===== config.mk =====
export PLATFORM = sky130hd
export DESIGN_NAME = seg_scan_controller
export DESIGN_NICKNAME = d
export VERILOG_FILES = /design/src/rtl/seg_scan_controller.sv
export SDC_FILE = /design/constraint.sdc
export NUM_CORES = 1
export LEC_CHECK = 0
export BUFFER_PORTS_ARGS = -buffer_cell sky130_fd_sc_hd__buf_2
export CAP_MARGIN = 20
export CELL_PAD_IN_SITES_DETAIL_PLACEMENT = 1
export CELL_PAD_IN_SITES_GLOBAL_PLACEMENT = 1
export CORE_MARGIN = 1
export CORE_UTILIZATION = 35
export DETAILED_ROUTE_END_ITERATION = 8
export PLACE_DENSITY_LB_ADDON = 0.1
export SETUP_SLACK_MARGIN = 0.2
export SKIP_CTS_REPAIR_TIMING = 1
export SLEW_MARGIN = 20
export SYNTH_ARGS = -nofsm -noshare
export SYNTH_HDL_FRONTEND = slang
export SYNTH_SLANG_ARGS = --single-unit

===== constraint.sdc =====
create_clock -name clk -period 7.15 [get_ports clk]
set_clock_uncertainty 0.15 [all_clocks]
set_input_delay 1.0725 -clock clk [delete_from_list [all_inputs] [get_ports clk]]
set_output_delay 1.0725 -clock clk [all_outputs]
set_load 0.1 [all_outputs]

===== src/rtl/seg_scan_controller.sv =====
// seg_scan_controller: time-multiplexes one active-low segment bus across a
// 4-digit common-anode display. Each digit gets a slot of REFRESH_DIV cycles.
// The first GUARD cycles of each slot keep every anode off so the previous
// digit's pattern cannot ghost onto the new anode.
module seg_scan_controller #(
  parameter int REFRESH_DIV = 100000,
  parameter int GUARD       = 1000,
  parameter int CNT_W       = 17
) (
  input  logic       clk,
  input  logic       reset,
  input  logic       enable,
  input  logic [3:0] digit0,
  input  logic [3:0] digit1,
  input  logic [3:0] digit2,
  input  logic [3:0] digit3,
  input  logic [3:0] blank,
  output logic [6:0] seg,
  output logic [3:0] an,
  output logic [1:0] slot_idx,
  output logic       slot_tick
);

  localparam logic [CNT_W-1:0] LAST    = CNT_W'(REFRESH_DIV - 1);
  localparam logic [CNT_W:0]   GUARD_X = (CNT_W+1)'(GUARD);

  logic [CNT_W-1:0] cnt, cnt_n;
  logic [1:0]       idx_n;
  logic             fresh, fresh_n;   // set by reset: next enabled edge starts slot 0
  logic [3:0]       val, val_n;       // digit value latched at slot start
  logic             blk, blk_n;       // blank bit latched at slot start
  logic             tick_n;
  logic [3:0]       an_n;
  logic [6:0]       seg_n;
  logic             drive;

  // Active-low hex decode, bit order g..a.
  function automatic logic [6:0] hex7(input logic [3:0] v);
    case (v)
      4'h0: hex7 = 7'b1000000;
      4'h1: hex7 = 7'b1111001;
      4'h2: hex7 = 7'b0100100;
      4'h3: hex7 = 7'b0110000;
      4'h4: hex7 = 7'b0011001;
      4'h5: hex7 = 7'b0010010;
      4'h6: hex7 = 7'b0000010;
      4'h7: hex7 = 7'b1111000;
      4'h8: hex7 = 7'b0000000;
      4'h9: hex7 = 7'b0010000;
      4'hA: hex7 = 7'b0001000;
      4'hB: hex7 = 7'b0000011;
      4'hC: hex7 = 7'b1000110;
      4'hD: hex7 = 7'b0100001;
      4'hE: hex7 = 7'b0000110;
      default: hex7 = 7'b0001110;
    endcase
  endfunction

  // Next-state: advance the refresh counter and latch the new slot's inputs.
  always_comb begin
    cnt_n   = cnt;
    idx_n   = slot_idx;
    fresh_n = fresh;
    val_n   = val;
    blk_n   = blk;
    tick_n  = 1'b0;
    if (enable) begin
      if (fresh || cnt == LAST) begin
        cnt_n   = '0;
        tick_n  = 1'b1;
        fresh_n = 1'b0;
        if (!fresh) idx_n = slot_idx + 2'd1;
        case (idx_n)
          2'd0:    val_n = digit0;
          2'd1:    val_n = digit1;
          2'd2:    val_n = digit2;
          default: val_n = digit3;
        endcase
        blk_n = blank[idx_n];
      end else begin
        cnt_n = cnt + CNT_W'(1);
      end
    end
  end

  // Outputs from next-state values so the registered an/seg line up with cnt/slot_idx.
  always_comb begin
    drive = (({1'b0, cnt_n} + (CNT_W+1)'(1)) > GUARD_X);  // cnt_n >= GUARD
    an_n  = 4'b1111;
    seg_n = 7'b1111111;
    if (enable && !blk_n && drive) begin
      an_n  = ~(4'b0001 << idx_n);
      seg_n = hex7(val_n);
    end
  end

  // State and output registers; synchronous reset wins over enable.
  always_ff @(posedge clk) begin
    if (reset) begin
      cnt       <= '0;
      slot_idx  <= 2'd0;
      fresh     <= 1'b1;
      val       <= 4'h0;
      blk       <= 1'b1;
      slot_tick <= 1'b0;
      an        <= 4'b1111;
      seg       <= 7'b1111111;
    end else begin
      cnt       <= cnt_n;
      slot_idx  <= idx_n;
      fresh     <= fresh_n;
      val       <= val_n;
      blk       <= blk_n;
      slot_tick <= tick_n;
      an        <= an_n;
      seg       <= seg_n;
    end
  end

endmodule


==> impl_results.md <==
* Placed cell area at around 2700 um2
* Crit path kind: in2reg
* P_leak at just under 1 nW
* Fillcell total at approximately 850
* HP Start: blk
* GRT Overall Usage at around a fifth
* Final hold vios at 0
* Clock root buffer: clkbuf_8
* Syn Inst Count at 292
* CTS H-tree depth at 2
* Largest net degree at the start of global routing at 25
* IR drop worst, VDD at around 0.00011 V
* TNS Setup at 0 ps
* Die X at 86.1 um
* DR DRC count at 0
* Clock sinks at 37
* Slew Limit Fails at 0
* Initial antenna violation count at 0
* Final HPWL DP at 4570 um
* Nets at around 340
* Number of routed nets with antenna violations at 0
* Ant. Diodes at 0
* Number of flops mapped to enable cells by yosys at 0
* Vert. Die Dim at between 80 and 90 um
* Layout Cells excl Fill at between 400 and 500
* Max Freq at 0.248 GHz
* Hold Crit Class: reg2reg
* Ys Warns at 0
* Starting Density at a little over a third
* Hold EP: blk
* Cts bufs inserted at 5
* Vias in the first global route at roughly 2300
* Worst rel slew slack at between 30% and 40%
* Core area at about 6800 um2
* CTS Buffer Depth at 2
* RR Endpoint: seg[2]
* Distinct cells, synth at 57
* Layout Utilization at 40.6%
* Reg2Reg Launch Point: cnt[4]
* Worst-path fanout max at 12
* Input/output buffers at 36
* Cell area after layout at 2770 um2
* Seq pwr share at a little under half
* Share of cells above drive strength 1 at 20.7%
* R2r setup slk at about 3200 ps
* Drt pass-1 iters at 4
* Vias per Instance at between 5 and 6
* Startpoint Class: primary input
* Most frequently used flop master after synthesis: dfxtp_1
* Syn Area/Cell at about 8.5 um2
* Tcrit/Tclk final at a little under three fifths
* DIE AREA at between 7000 and 8000 um2
* Crit path capture type: flip-flop
* GPL Wtd Cong at 0.840
* Combinational share of power at approximately 17%
* Register bit total from synthesis at 37
* Standard-cell rows at 30
* Worst EP required at about 7100 ps
* WP data arrival at 4010 ps
* Final WL at 6170 um
* Async SR Flop Fraction at 0%
* P per Cell Area at 172 nW/um2
* Reg2Reg Depth at 8
* Tightest Pin Transition at 973 ps
* Post-synthesis sequential area ratio at around 30%
* RSZ-0062 raised after global routing: false
* Clk pwr share at 37.5%
* Total of max-cap violations at 0
* CTS clock-pin slew for the worst setup and hold paths at 80 ps
* Crit path time final at ~4000 ps
* DRC marker count from the first detailed-route iteration at between 70 and 80
* Switching Share at around 28%
* Mapped Nets at roughly 320
* I/O pins at 37
* Hold depth at 1
* Placed insts at 403
* Vias at around 2200
* TritonCTS clock tree: built
* Switch Pwr at between 0.1 and 0.15 mW
* Wire length of the first global-routing pass at 10900 um
* Final Setup Violations at 0
* Clock insertion delay at the later pin of the skew report at roughly 290 ps
* Mapped cell area at roughly 2500 um2
* WL/cell at between 15 and 20 um
* Pint at around 0.35 mW
* Gr ovfl total at 0
* Syn-to-layout area delta at 12.0%
* Status: complete, no violations
-- kinds of logic after synthesis --
logic type	count (synthesis)	synth area share, %
AO/OA/AOI/OAI	51	15.1
XOR/XNOR	18	6.37
adder cells (fa/ha/maj)	7	3.54
buffers and inverters	31	5.96
flip-flops	37	29.9
multiplexers	26	13.0
AND/OR/NAND/NOR	122	26.2
-- worst max-delay path by stage --
stage	startpoint	end	slack, ps	cells past startpoint
3_3_place_gp	enable	seg[2]	2930	9
6_report	enable	seg[2]	3110	9
5_1_grt	enable	seg[2]	2820	9
2_1_floorplan	slot_idx[0]	seg[3]	3520	9
4_1_cts	enable	seg[2]	3070	9
3_5_place_dp	enable	seg[2]	2740	9
-- sequential cells by signal (all words and copies together), names as in the netlist --
register / flops
an: 4
blk: 1
cnt: 17
fresh: 1
seg: 7
slot_idx: 2
slot_tick: 1
val: 4
-- worst max-delay path, cell delays in order --
cell	delay (ps)
buf_2	200
nand4_1	430
nor4_2	440
nand3_1	140
xor2_1	190
a211o_1	270
o221a_1	240
a211oi_2	740
o311ai_0	280
-- Yosys cell counts (6+ instances only) --
library cell,instances,area share (%)
dfxtp_1,37,30
nor2_1,36,5.5
nand2_1,24,3.6
mux2i_1,13,5.3
a21oi_1,11,2.2
clkbuf_1,11,1.7
nand3_1,11,2.2
xnor2_1,10,3.5
inv_1,9,1.4
mux2_2,9,4.1
nand4_1,8,2.0
nor3_1,8,1.6
o21ai_0,8,1.6
xor2_1,8,2.8
ha_1,7,3.5
nand4b_1,6,2.1
-- per-layer routing --
metal	GRT usage, %	routed length (um)	vias to the layer above
met2	32.8	2990	31
met3	3.18	194	9
met4	6.21	116	0
met1	22.8	2870	1023
met5	0	0	-
li1	-	-	1095
-- cell usage in the layout, fill, tap and decap left out, types with 3 or more instances in the layout --
master	count
buf_2	36
inv_1	9
and4_1	3
ha_1	7
nor2b_1	4
clkbuf_8	5
nand2_1	24
nor3_1	8
xor2_1	8
mux2_2	9
nand4b_1	6
nand3_1	11
nand3b_1	3
or3_1	3
nor4_1	3
nor2_1	36
nand4_1	8
nand2b_1	5
xnor2_1	10
mux4_2	4
a21oi_1	11
o21ai_0	8
mux2i_1	13
dfxtp_1	37
-- stage by stage --
stage	setup slack (ps)	total power, mW	hold WS, ps
floorplan	3520	0.283	301
global placement	2930	0.304	321
detailed placement	2740	0.304	333
CTS	3070	0.487	352
global route	2820	0.505	389
finish	3110	0.478	347
-- power groups by stage --
stage	Combinational, mW	Clock, mW	Sequential [mW]
global route	0.0915	0.195	0.219
finish	0.0814	0.179	0.217
CTS	0.0826	0.187	0.217
detailed placement	0.0823	0	0.222
global placement	0.0814	0	0.222
floorplan	0.0598	0	0.223
-- layout make-up --
cell class,count,area (um2),area share (%)
multi-input combinational,224,1590,57.2
inverter,9,33.8,1.22
sequential,37,741,26.7
clock inverter,2,35.0,1.26
clock buffer,5,68.8,2.48
tap,96,120,4.33
timing repair buffer,37,188,6.77
No activity file was read; power rests on OpenSTA's default activity.
